$ cat config.mk
export PLATFORM = sky130hd
export DESIGN_NAME = mux_rr_arbiter
export DESIGN_NICKNAME = d
export VERILOG_FILES = /design/src/rtl/mux_rr_arbiter.sv
export SDC_FILE = /design/constraint.sdc
export NUM_CORES = 1
export LEC_CHECK = 0
export BUFFER_PORTS_ARGS = -buffer_cell sky130_fd_sc_hd__buf_2
export CAP_MARGIN = 0
export CORE_MARGIN = 3
export CORE_UTILIZATION = 44
export CTS_CLUSTER_DIAMETER = 50
export DETAILED_ROUTE_END_ITERATION = 12
export PLACE_DENSITY = 0.8
export SLEW_MARGIN = 10
export SYNTH_ARGS = -nofsm -noshare
export SYNTH_HDL_FRONTEND = slang
export SYNTH_SLANG_ARGS = --single-unit
$ cat constraint.sdc
create_clock -name i_clock -period 2.4 [get_ports i_clock]
set_input_delay 0.36 -clock i_clock [delete_from_list [all_inputs] [get_ports i_clock]]
set_output_delay 0.36 -clock i_clock [all_outputs]
set_load 0.01 [all_outputs]
$ cat src/rtl/mux_rr_arbiter.sv
// Round-robin arbiter feeding a one-entry registered N:1 output channel.
// The grant doubles as the accept strobe; a per-requester lock holds ownership for a burst.
module mux_rr_arbiter #(
  parameter int unsigned NREQ  = 4,
  parameter int unsigned WIDTH = 8,
  parameter int unsigned SELW  = 2
) (
  input  logic                  i_clock,
  input  logic                  i_reset,
  input  logic [NREQ-1:0]       i_req,
  input  logic [NREQ-1:0]       i_lock,
  input  logic [NREQ*WIDTH-1:0] i_in_data,
  output logic [NREQ-1:0]       o_grant,
  output logic [SELW-1:0]       o_sel,
  output logic [WIDTH-1:0]      o_out_data,
  output logic                  o_out_valid,
  input  logic                  i_out_ready,
  output logic                  o_locked
);

  typedef enum logic {StArb, StLocked} state_e;

  state_e            r_state, w_state_d;
  logic [SELW-1:0]   r_sel, w_sel_d;
  logic [SELW-1:0]   r_ptr, w_ptr_d;
  logic [WIDTH-1:0]  r_out_data, w_out_data_d;
  logic              r_out_valid, w_out_valid_d;

  logic              w_cap;
  logic              w_found;
  logic              w_acc;
  logic [SELW-1:0]   w_win;
  logic [WIDTH-1:0]  w_win_data;
  int unsigned       w_idx;

  assign w_cap = !r_out_valid || i_out_ready;

  // Winner: rotating search from ptr+1 in ARB, the current owner in LOCKED.
  always_comb begin
    w_found = 1'b0;
    w_win   = r_sel;
    w_idx   = 0;
    if (r_state == StLocked) begin
      w_found = i_req[r_sel];
    end else begin
      for (int unsigned k = 1; k <= NREQ; k++) begin
        w_idx = (int'(r_ptr) + k) % NREQ;
        if (!w_found && i_req[w_idx]) begin
          w_found = 1'b1;
          w_win   = SELW'(w_idx);
        end
      end
    end
  end

  always_comb begin
    w_win_data = '0;
    for (int unsigned i = 0; i < NREQ; i++) begin
      if (w_win == SELW'(i)) w_win_data = i_in_data[i*WIDTH +: WIDTH];
    end
  end

  assign w_acc   = w_cap && w_found && !i_reset;
  assign o_grant = w_acc ? (NREQ'(1) << w_win) : '0;

  always_comb begin
    w_state_d     = r_state;
    w_sel_d       = r_sel;
    w_ptr_d       = r_ptr;
    w_out_data_d  = r_out_data;
    w_out_valid_d = r_out_valid;

    if (w_acc) begin
      w_out_data_d  = w_win_data;
      w_out_valid_d = 1'b1;
      w_sel_d       = w_win;
      w_ptr_d       = w_win;
    end else if (r_out_valid && i_out_ready) begin
      w_out_valid_d = 1'b0;
    end

    unique case (r_state)
      StArb: begin
        if (w_acc && i_lock[w_win]) w_state_d = StLocked;
      end
      StLocked: begin
        // Owner withdrew its request: abandon the burst without a grant.
        if (w_cap && !i_req[r_sel]) w_state_d = StArb;
        else if (w_acc && !i_lock[r_sel]) w_state_d = StArb;
      end
      default: w_state_d = StArb;
    endcase
  end

  always_ff @(posedge i_clock or posedge i_reset) begin
    if (i_reset) begin
      r_state     <= StArb;
      r_sel       <= SELW'(NREQ - 1);
      r_ptr       <= SELW'(NREQ - 1);
      r_out_data  <= '0;
      r_out_valid <= 1'b0;
    end else begin
      r_state     <= w_state_d;
      r_sel       <= w_sel_d;
      r_ptr       <= w_ptr_d;
      r_out_data  <= w_out_data_d;
      r_out_valid <= w_out_valid_d;
    end
  end

  assign o_sel       = r_sel;
  assign o_out_data  = r_out_data;
  assign o_out_valid = r_out_valid;
  assign o_locked    = (r_state == StLocked);

endmodule

==> Yosys cells after proc, flatten, opt, wreduce, memory -nomap -nowiden <==
Cells that the tools add are included.
{ "classes": {"shift": 1, "mux": 38, "div_mod_pow": 0, "bitwise_logic": 1, "n_mul": 0, "eq_ne": 3, "order_cmp": 6, "n_reduce_logical": 19, "n_addsub": 4} }
{ "ops": {"columns": ["cell", "n"], "rows": [
  ["2-to-1 mux 8 bit", 4],
  ["2-to-1 mux 1 bit", 20],
  ["< comparator 2 x 3 -> 1 bit, second input constant", 6],
  ["binary-select mux 1 bit (select 2 bit)", 7],
  ["2-to-1 mux 2 bit", 5],
  ["logical AND 1 bit", 9],
  ["logical NOT 1 bit", 7],
  ["adder 2 x 1 -> 2 bit, second input constant", 2],
  ["adder 2 bit, second input constant", 2],
  ["equality test 2 bit, second input constant", 2],
  ["2-to-1 mux 4 bit", 1],
  ["<< shifter 1 x 2 -> 4 bit, first input constant", 1],
  ["equality test 2 x 1 -> 1 bit, second input constant", 1],
  ["logical NOT 2 bit", 1],
  ["case mux 1 bit (2 select lines)", 1],
  ["nonzero test 2 bit", 1],
  ["logical OR 1 bit", 1],
  ["NOT 1 bit", 1]
]} }
{ "totals": {"mem_bits_ro": 0, "latchBits": 0, "regBits": 12, "mem_count": 0, "ramBits": 0} }

==> Logic depth before layout (Yosys ltp) <==
Gate-level depths: netlist of run 1.
{ "logic_depth": {"word_depth": 23, "ltp_mapped": 9} }

==> Least setup slack after synthesis of run 1 <==
Ideal clock, no wire load.
{ "synth_timing": {"path_type": "reg2out", "from": "register r_ptr[1]", "to": "output o_grant[0]", "required_ns": 2.040, "arrival_ns": 1.829, "stages_incl_launch_ff": 10, "path_slack_ns": 0.211, "path_buffers": 3, "path_cell_list": "dfstp_2 -> buf_4 -> buf_6 -> nor2_1 -> a21oi_1 -> o21a_1 -> o211ai_1 -> or2_4 -> buf_6 -> nor2_1"} }
{ "synth_via": {"elab_chain_cells": 20} }
{ "synth_rtl": {"columns": ["item", "line_no", "text"], "rows": [
  ["from (decl)", "25", "logic [SELW-1:0] r_ptr, w_ptr_d;"],
  ["from (signal assigned)", "99", "r_ptr <= SELW'(NREQ - 1);"],
  ["from (signal assigned)", "105", "r_ptr <= w_ptr_d;"],
  ["adder 2 x 1 -> 2 bit", "47", "w_idx = (int'(r_ptr) + k) % NREQ;"],
  ["binary-select mux 1 bit (select 2 bit)", "48", "if (!w_found && i_req[w_idx]) begin"],
  ["2-to-1 mux 1 bit (implied by the code)", "48", null],
  ["2-to-1 mux 1 bit", "48", null],
  ["2-to-1 mux 1 bit", "43", "if (r_state == StLocked) begin"],
  ["logical NOT 1 bit", "48", null],
  ["logical AND 1 bit", "48", null],
  ["2-to-1 mux 1 bit", "48", null],
  ["(+3 left out)", null, null],
  ["2-to-1 mux 1 bit", "48", null],
  ["2-to-1 mux 1 bit", "43", null],
  ["logical NOT 1 bit", "48", null],
  ["logical AND 1 bit", "48", null],
  ["2-to-1 mux 1 bit", "48", null],
  ["2-to-1 mux 1 bit", "43", null],
  ["logical AND 1 bit (2 in a row)", "63", "assign w_acc = w_cap && w_found && !i_reset;"],
  ["2-to-1 mux 4 bit *", "64", "assign o_grant = w_acc ? (NREQ'(1) << w_win) : '0;"],
  ["to (decl)", "13", "output logic [NREQ-1:0] o_grant,"]
]} }
Every way passes the cells marked *; elsewhere a longest branch is shown, timed or not. The select of a mux whose other input is x is not followed.

==> Worst setup path after layout of run 1 <==
{ "layout_timing": {"from": "register r_ptr[1]", "to": "output o_grant[1]"} }
Same word-level chain as after synthesis.

==> results of run 1 <==
## synth_stat cells, types with 2 or more instances
| master | count |
|---|---|
| mux2i_1 | 17 |
| dfrtp_1 | 10 |
| nand2_1 | 10 |
| buf_6 | 8 |
| nor2_1 | 8 |
| o221ai_1 | 8 |
| inv_1 | 5 |
| a21oi_1 | 3 |
| nor2b_1 | 3 |
| o21ai_0 | 3 |
| a21oi_2 | 2 |
| dfstp_2 | 2 |
| mux4_2 | 2 |
| nand2b_1 | 2 |
| o21ai_1 | 2 |
## cell type report
type | instances | area [um^2]
flip-flops and latches | 12 | 303
multi-input cells | 78 | 637
repair buffers | 89 | 538
fillers | 171 | 666
inverters | 5 | 18.8
well taps | 28 | 35.0
clock buffers | 4 | 36.3
## registers in the layout, indices dropped and copies added, names as in the netlist
register and count:
r_ptr 2, o_locked 1, o_out_valid 1, o_out_data 8
## worst paths after layout
path / startpoint / end / slack [ns] / cells after the start
worst max-delay path: r_ptr[1] / o_grant[1] / -0.13 / 7
worst min-delay path: i_reset / o_out_data[3] / 0.10 / 3
worst max register to register: r_ptr[1] / o_out_data[4] / -0.09 / 10
worst min register to register: o_out_data[1] / o_out_data[1] / 0.50 / 2
max in group asynchronous: i_reset / r_ptr[1] / 2.06 / 3
min in group i_clock: i_out_ready / o_out_valid / 0.38 / 3
## what timing repair did
item,4_1_cts,5_1_grt
endpoints found under the setup margin,9,8
gates resized for setup,4,4
hold buffers,0,0
buffers inserted,8,6
pin swaps,6,6
## logic make-up after synthesis
kind of cell           count (synthesis)
AO/OA/AOI/OAI                         29
AND/OR/NAND/NOR                       28
buffers and inverters                 16
multiplexers                          21
flip-flops                            12
## through the flow
step	setup WS (ns)	std cells	util [%]	total power [mW]	hold WS (ns)
after floorplan	0.211	106	-	1.16	0.237
after global placement	0.0417	198	62.2	1.38	0.393
after detailed placement	-0.182	198	62.2	1.43	0.403
after CTS	-0.163	210	67.5	1.73	0.106
after global routing	-0.240	216	70.2	2.00	0.131
final	-0.135	216	70.2	1.87	0.104
## power by group through the flow
| stage | Combinational [mW] | Clock [mW] | Sequential (mW) |
|---|---|---|---|
| 6_report | 1.34 | 0.162 | 0.373 |
| 3_5_place_dp | 1.05 | 0 | 0.381 |
| 3_3_place_gp | 1.01 | 0 | 0.376 |
| 2_1_floorplan | 0.748 | 0 | 0.411 |
| 5_1_grt | 1.44 | 0.174 | 0.387 |
| 4_1_cts | 1.20 | 0.163 | 0.372 |
## worst max-delay path, cell delays in order (launching register included)
cell      delay (ns)
dfstp_2         0.58
buf_6           0.13
mux4_2          0.50
o211ai_1        0.21
buf_4           0.16
nand2b_4        0.13
nor2_1          0.05
buf_2           0.14
## metal layers
metal	up-vias	track usage, %
met5	-	0
met3	9	5.36
met4	0	6.88
met1	562	27.0
li1	561	-
met2	56	39.0
==> summary.txt, run 1 <==
Yosys
  – Yosys top cell area share: 23.8%
  – Seq/Total Area, Yosys: 28.8%
  – Area share of fa/ha/maj cells after synthesis: 0%
  – Synth Register Bits: 12
  – Syn avg cell area: 9.93 um^2
  – Most used flip-flop cell after synthesis: dfrtp_1
  – Largest family of logic cells by synthesized area: multiplexers
  – Synth Area in XOR/XNOR: 0%
  – Cell count after synthesis: 106
  – Area leader, netlist: dfrtp_1
  – Synth Warn #: 0
  – Mux cell area share after synthesis: 24.0%
  – Ys async rst share: 100%
  – EDFF count, synth: 0
  – Area of the mapped netlist: 0.00105 mm^2
  – Simple-gate share of the synthesized area: 12.8%
  – Top cells by area, synth: dfrtp_1 (24%), mux2i_1 (16%), buf_6 (8.6%)
  – Syn_nets: 149
  – Netlist cell types: 36
  – Compound-gate portion of the synthesized area: 21.5%

Global routing
  – Total gr overflow: 0
  – Initial antenna violation count: 0
  – Largest net degree at the start of global routing: 14
  – Tot GR Track Use: between 20% and 30%
  – First-pass GRT wire length: 4810 um
  – Vias in the first global route: 1,099

Timing
  – Min cycle time layout: 2.53 ns
  – Final clock skew: 0.00670 ns
  – Final-report setup violation count: 9
  – Max_slew headroom: 71.6%
  – Slew Viols, Final: 0
  – Worst Tran Pin Value: 0.425 ns
  – Fin Setup TNS: -0.769 ns
  – Maximum clock frequency: 395 MHz
  – Setup ws final: -0.135 ns
  – RSZ-0062 raised after global routing: true
  – Fin crit share: 106%
  – Final hold vios: 0

Routing
  – M1 wire length: approximately 1200 um
  – Vias per inst: roughly 5.5
  – Met3 wire length: ~170 um
  – # DRC: 0
  – DR top layer: met4
  – Post-DRT Antenna Nets: 0
  – Met2 WL: 1880 um
  – 1st-pass router iterations: 4
  – Vias: 1,188
  – Initial DRC count: 50
  – Wire per inst: 15.3 um
  – Drt total wl: ~3300 um

Place
  – Port Buffer Count: a little under 60
  – DP Area: 0.00139 mm^2
  – Gp weighted congestion: 0.826
  – Post-detail-place hpwl: 2470 um

Clocking
  – Clk_lat worst skew: about 0.27 ns
  – CTS root buf: clkbuf_4
  – CTS tree: done
  – CTS H-Tree Depth: 1
  – CTS clock-pin slew for the worst setup and hold paths: around 0.08 ns
  – Deepest clock path buffer count: 2
  – CTS buffer count: 3
  – Clk sink count: 12

Critical path
  – CP endpoint kind: output pin
  – Worst EP required: 2.04 ns
  – Type of the worst setup path: flop to output pin
  – CP Launch Type: flop
  – Arr. time, crit path: 2.17 ns
  – CP Max Fanout: 5

Floorplan
  – Die area: between 0.003 and 0.004 mm^2
  – Rows: 17
  – IO Pins: 59
  – Initial core utilization: 47.1%
  – Die H: 54.9 um
  – Die span in x: 54.9 um
  – CORE AREA: 0.00223 mm^2

Status
  – Status: finished, violations left
  – Failing checks: setup timing

Power
  – VDD IR max: 970 uV
  – Clock power frac: 8.7%
  – Power Density: 1190 mW/mm^2
  – Comb pwr share: 71.4%
  – Reg power frac: 19.9%
  – Sw Share: 39.7%
  – Internal: 1.13 mW
  – Lkg Pwr: 0.836 nW
  – Switching power: 743 uW

Cells and area
  – Layout overhead on the synthesized area: 49.0%
  – Antenna cells: 0
  – Most frequent cells in the layout: buf_2 (58), buf_4 (28), mux2i_1 (15), nand2_1 (10), dfrtp_1 (10)
  – Fin area: 0.00157 mm^2
  – Commonest non-fill, non-tap cell in the layout: buf_2
  – Fin nets: between 200 and 250
  – Proportion of layout cells with a drive suffix above 1: 55.9%

Flow run
  – MaxCap Viol Count: 0

Hold path
  – Hold Crit Class: input port to async pin
(Power assumes the default switching activity.)
==> inputs of run 2 (changes only) <==
- CELL_PAD_IN_SITES_DETAIL_PLACEMENT: unset -> 1
- CELL_PAD_IN_SITES_GLOBAL_PLACEMENT: unset -> 1
- CORE_UTILIZATION: 44 -> 31
- GPL_ROUTABILITY_DRIVEN: unset -> 0
- PLACE_DENSITY: 0.8 -> 0.78
==> run 2 against run 1 <==
Effect of this change:
- the flow still finishes with violations (setup timing)
- critical path depth rose by 1
- sequential cell count did not move
- clock power fell by 15%
- final cell count rose by 1.4%
- via count fell by 3.5%
- total power fell by 6.4%
- largest power group unchanged
- utilization fell by 23 points
- sequential share of layout area rose by 0.87 points
- register-to-register slack improved by 0.15 ns
- clock-buffer cell count did not move
- worst setup slack got worse by 0.0081 ns
- first-iteration DRC count fell by 78%
==> summary.txt, run 2 (synthesis gave the netlist of run 1 again) <==
Timing
  – Final clock skew: 0.00166 ns (-0.00504 ns)
  – Worst Tran Pin Value: 0.462 ns (+0.0375 ns)
  – Final hold vios: 0 (unchanged)
  – Final-report setup violation count: 4 (-5)
  – Final hold slack: 0.106 ns (+0.00222 ns)
  – Fin crit share: 106% (+0.34 points)
  – Setup ws final: -0.143 ns (-0.00810 ns)
  – Max_slew headroom: 69.1% (-2.5 points)
  – Maximum clock frequency: 393 MHz (-0.32%)
  – Slew Viols, Final: 0 (unchanged)
  – Min cycle time layout: 2.54 ns (+0.00810 ns)
  – RSZ-0062 raised after global routing: true

Critical path
  – Worst EP required: 2.04 ns (about the same)
  – Reg2reg path depth: 9 (-1)
  – CP Max Fanout: 7 (+2)
  – CP Launch Point: r_ptr[1]
  – Arr. time, crit path: 2.18 ns (about the same)
  – Type of the worst setup path: flop to output pin
  – CP max stage delay: 0.63 ns (+0.05 ns)
  – Slowest cell on crit path: dfstp_2
  – CP Cell Sequence: mux2i_1 -> a32oi_1 -> o21a_1 -> o211ai_1 -> buf_4 -> or2_4 -> nor2b_4 -> buf_6
  – CP endpoint kind: output pin
  – CP Launch Type: flop
  – R2R Path Start: r_ptr[1]

Status
  – Status: finished, violations left
  – Failing checks: setup timing

Global routing
  – First-pass GRT wire length: 5840 um (+22%)
  – Largest net degree at the start of global routing: 14 (unchanged)
  – Vias in the first global route: 1,237 (+13%)
  – Tot GR Track Use: 18.0% (-4.4 points)
  – Total gr overflow: 0 (unchanged)
  – Initial antenna violation count: 0 (unchanged)

Place
  – DP Area: 0.00134 mm^2 (-3.4%)
  – Post-detail-place hpwl: 2650 um (+7.5%)
  – Port Buffer Count: 58 (unchanged)

Floorplan
  – Rows: 20 (+3)
  – Die H: 64.3 um (+17%)
  – CORE AREA: 0.00315 mm^2 (+41%)
  – Die area: 0.00413 mm^2 (+37%)
  – Initial core utilization: 33.4% (-14 points)
  – IO Pins: 59 (unchanged)
  – Die span in x: 64.3 um (+17%)

Clocking
  – CTS tree: done
  – CTS clock-pin slew for the worst setup and hold paths: 0.08 ns (about the same)
  – CTS H-Tree Depth: 1 (unchanged)
  – CTS buffer count: 3 (unchanged)
  – CTS root buf: clkbuf_4
  – Deepest clock path buffer count: 2 (unchanged)
  – Clk sink count: 12 (unchanged)
  – Clk_lat worst skew: 0.28 ns (about the same)

Cells and area
  – Fin nets: 219 (-5.6%)
  – FILL cells: 397 (+130%)
  – Most frequent cells in the layout: buf_2 (57), mux2i_1 (15), buf_4 (15), nand2_1 (10), dfrtp_1 (10)
  – Fin area: 0.00150 mm^2 (-4.3%)
  – Antenna cells: 0 (unchanged)
  – Max reg flops: 8 (unchanged)
  – Post-Route Utilization: 47.6% (-23 points)
  – Layout overhead on the synthesized area: 42.6%
  – Commonest non-fill, non-tap cell in the layout: buf_2
  – Proportion of layout cells with a drive suffix above 1: 53.7% (-2.1 points)

Routing
  – 1st-pass router iterations: 4 (unchanged)
  – Vias: 1,146 (-3.5%)
  – Post-DRT Antenna Nets: 0 (unchanged)
  – Drt total wl: 3610 um (+9.0%)
  – # DRC: 0 (unchanged)
  – Wire per inst: 16.5 um (+7.5%)
  – Vias per inst: 5.23 (-4.9%)
  – Initial DRC count: 11 (-78%)

Power
  – Lkg Pwr: 0.777 nW (-7.0%)
  – Power Density: 1170 mW/mm^2 (-2.2%)
  – VDD IR max: 567 uV (-42%)
  – Total Power: 1.75 mW (-6.4%)

Flow run
  – MaxCap Viol Count: 0 (unchanged)

Hold path
  – Hold Crit Class: input port to async pin
[run 2: cell type report]
cell class	count	area, um^2	area share [%]
multi-input cells	78	654	43.6
clock buffers	4	26.3	1.75
repair buffers	76	443	29.5
inverters	5	18.8	1.25
flip-flops and latches	12	303	20.2
well taps	44	55.1	3.67
[run 2: per-stage QoR]
stage | std cells | TNS, ns | worst slack, ns
floorplan | 106 | 0 | 0.211
finish | 219 | -0.442 | -0.143
detailed placement | 205 | -0.00662 | -0.00662
global placement | 205 | 0 | 0.106
global route | 219 | -0.886 | -0.230
CTS | 218 | -0.176 | -0.0532
[run 2: worst paths after layout]
| path | end | slack, ns |
|---|---|---|
| worst max-delay path | o_grant[2] | -0.14 |
| max in group asynchronous | r_ptr[1] | 2.05 |
| worst max register to register | o_out_data[2] | 0.06 |
| worst min-delay path | o_out_valid | 0.11 |
| worst min register to register | o_out_data[7] | 0.48 |
| min in group i_clock | o_out_data[3] | 0.40 |
[run 2: worst max-delay path, delay by kind of cell (launching register included)]
kind / cells / cell delay, ns
and+or+nand+nor: 2 / 0.39
muxes: 1 / 0.10
DFF: 1 / 0.63
buffers and inverters: 2 / 0.27
AOI/OAI and AO/OA: 3 / 0.53
[run 2: repair_timing]
item | in CTS | in global routing
setup endpoints to repair | 4 | 15
buffers inserted | 9 | 3
pin swaps | 5 | 5
hold buffers | 0 | 0
hold endpoints to repair | 0 | 0
gates resized for setup | 10 | 5
[run 2: power breakdown]
group,switching (mW),internal (mW)
Combinational,0.576,0.628
Sequential,0.100,0.311
Clock,0.0724,0.0644
Total,0.749,1.00
[run 2: per-layer routing]
metal	track usage, %	vias up	share of wire, %
met1	19.6	575	38
met4	3.17	0	1.1
met5	0	-	0
met3	2.99	4	3.9
met2	36.0	34	57
li1	-	533	-
==> inputs of run 3 (changes only) <==
- CORE_MARGIN: 3 -> 2
==> run 3 against run 2 <==
Effect of this change:
- the flow still finishes with violations (setup timing)
- design area up 9.9%
- critical path depth unchanged
- sequential cell count unchanged
- via count up 5.2%
- register-to-register slack worse by 0.26 ns
- first-iteration DRC count rose to 7.0 times the previous value
- wire length up 12%
- clock power down 3%
- die area down 6.1%
- global-route usage up 2.8 points
==> summary.txt, run 3 (synthesis gave the netlist of run 1 again) <==
Clocking
  – Clk_lat worst skew: 0.28 ns (about the same)
  – CTS root buf: clkbuf_4
  – CTS buffer count: 3 (unchanged)
  – Hold buffer count at cts: 0 (unchanged)
  – CTS tree: done
  – CTS H-Tree Depth: 1 (unchanged)
  – Deepest clock path buffer count: 2 (unchanged)
  – Clk sink count: 12 (unchanged)
  – CTS clock-pin slew for the worst setup and hold paths: 0.08 ns (about the same)

Cells and area
  – Commonest non-fill, non-tap cell in the layout: buf_2
  – Fin nets: 233 (+6.4%)
  – Proportion of layout cells with a drive suffix above 1: 58.7% (+5.0 points)
  – Max reg flops: 8 (unchanged)
  – Most frequent cells in the layout: buf_2 (55), buf_4 (26), mux2i_1 (16), nand2_1 (10), dfrtp_1 (10)
  – Layout overhead on the synthesized area: 56.7%
  – Antenna cells: 0 (unchanged)
  – FILL cells: 415 (+4.5%)

Power
  – Lkg Pwr: 0.856 nW (+10%)
  – Comb pwr share: 73.9% (+5.2 points)
  – Internal: 1.18 mW (+18%)
  – Sw Share: 41.0% (-1.7 points)
  – Total Power: 2.00 mW (+14%)
  – VDD IR max: 485 uV (-15%)
  – Reg power frac: 19.5% (-4.0 points)
  – Clock power frac: 6.7% (-1.1 points)
  – Power Density: 1210 mW/mm^2 (+3.7%)
  – Switching power: 819 uW (+9.4%)

Routing
  – Wire per inst: 17.2 um (+4.4%)
  – Drt total wl: 4040 um (+12%)
  – 1st-pass router iterations: 4 (unchanged)
  – Vias: 1,206 (+5.2%)
  – Post-DRT Antenna Nets: 0 (unchanged)
  – # DRC: 0 (unchanged)
  – Initial DRC count: 77 (+66)
  – Vias per inst: 5.13 (-1.9%)

Critical path
  – Arr. time, crit path: 2.28 ns (+0.10 ns)
  – CP Launch Type: flop
  – Worst EP required: 2.04 ns (about the same)
  – CP Max Fanout: 7 (unchanged)
  – Type of the worst setup path: flop to output pin
  – CP endpoint kind: output pin

Floorplan
  – Die area: 0.00388 mm^2 (-6.1%)
  – Rows: 21 (+5.0%)
  – Initial core utilization: 31.8% (-1.6 points)
  – Die H: 62.3 um (-3.1%)
  – IO Pins: 59 (unchanged)
  – CORE AREA: 0.00331 mm^2 (+5.0%)
  – Die span in x: 62.3 um (-3.1%)

Timing
  – Min cycle time layout: 2.64 ns (+0.0954 ns)
  – RSZ-0062 raised after global routing: true
  – Setup ws final: -0.238 ns (-0.0954 ns)
  – Final-report setup violation count: 11 (+7)
  – Max_slew headroom: 64.1% (-5.0 points)
  – Slew Viols, Final: 0 (unchanged)
  – Maximum clock frequency: 379 MHz (-3.6%)
  – Final hold slack: 0.137 ns (+0.0312 ns)
  – Final clock skew: 0.00680 ns (+0.00514 ns)
  – Fin crit share: 110% (+4.0 points)
  – Worst Tran Pin Value: 0.537 ns (+0.0747 ns)
  – Final hold vios: 0 (unchanged)

Place
  – Post-detail-place hpwl: 2820 um (+6.3%)
  – Port Buffer Count: 58 (unchanged)
  – Dpl ws: -0.0475 ns (-0.0409 ns)

Global routing
  – Tot GR Track Use: 20.8% (+2.8 points)
  – Total gr overflow: 0 (unchanged)
  – Initial antenna violation count: 0 (unchanged)
  – Largest net degree at the start of global routing: 14 (unchanged)
  – Vias in the first global route: 1,292 (+4.4%)
  – First-pass GRT wire length: 6320 um (+8.1%)

Hold path
  – Hold Crit Class: input port to async pin

Status
  – Status: finished, violations left
  – Failing checks: setup timing

Flow run
  – MaxCap Viol Count: 0 (unchanged)
==> run 3: changes by cell type in the layout (fill, tap and decap cells not counted), sizes merged <==
cell,before,now
buf,76,90
==> run 3: power groups by stage <==
stage	clock network, mW	logic [mW]	registers [mW]
after floorplan	0	0.748	0.411
after global placement	0	0.983	0.396
after detailed placement	0	1.02	0.403
after CTS	0.137	1.21	0.384
after global routing	0.154	1.58	0.399
final	0.133	1.48	0.389
==> run 3: routing by layer <==
| layer | share of wire (%) | wire length, um | global-route usage [%] | up-vias |
|---|---|---|---|---|
| met5 | 0 | 0 | 0 | - |
| met4 | 2.1 | 85 | 6.11 | 0 |
| met3 | 3.5 | 141 | 3.99 | 10 |
| met2 | 56 | 2270 | 39.1 | 32 |
| met1 | 38 | 1540 | 23.7 | 605 |
| li1 | - | - | - | 559 |
==> run 3: worst paths after layout <==
check | startpoint | endpoint | cells past startpoint | slack [ns]
min in group i_clock | i_in_data[5] | o_out_data[5] | 3 | 0.40
min | i_reset | o_out_valid | 3 | 0.14
max in group asynchronous | i_reset | r_ptr[0] | 3 | 2.02
min reg2reg | o_out_data[7] | o_out_data[7] | 2 | 0.49
max reg2reg | r_ptr[1] | o_out_data[5] | 11 | -0.20
max | r_ptr[1] | o_grant[3] | 8 | -0.24
==> run 3: stage by stage <==
step / instance area, um^2 / util [%] / TNS [ns] / std cells
floorplan: 1050 / - / 0 / 106
global placement: 1390 / 42.0 / 0 / 213
detailed placement: 1390 / 42.0 / -0.0794 / 213
CTS: 1520 / 46.0 / -0.493 / 228
global route: 1650 / 49.8 / -2.83 / 235
finish: 1650 / 49.8 / -1.92 / 235
==> run 3: area by class of cell <==
| class | count | area (um^2) | share of cell area [%] |
|---|---|---|---|
| tap | 46 | 57.6 | 3.49 |
| inverter | 5 | 18.8 | 1.14 |
| multi-input combinational | 78 | 672 | 40.7 |
| clock buffer | 4 | 26.3 | 1.59 |
| timing repair buffer | 90 | 572 | 34.7 |
| sequential | 12 | 303 | 18.4 |
==> run 3: worst max-delay path: stages, from the launching register on <==
cell,delay [ns]
dfstp_2,0.41
buf_6,0.13
buf_6,0.10
or3b_1,0.34
a2111o_1,0.41
a21oi_2,0.23
a21oi_4,0.09
nor2b_4,0.17
buf_6,0.11
==> run 3: repair_timing <==
action | CTS | global route
gates resized for setup | 7 | 18
cloned | 0 | 0
pin swaps | 3 | 8
setup endpoints to repair | 8 | 15
setup buffers | 11 | 10
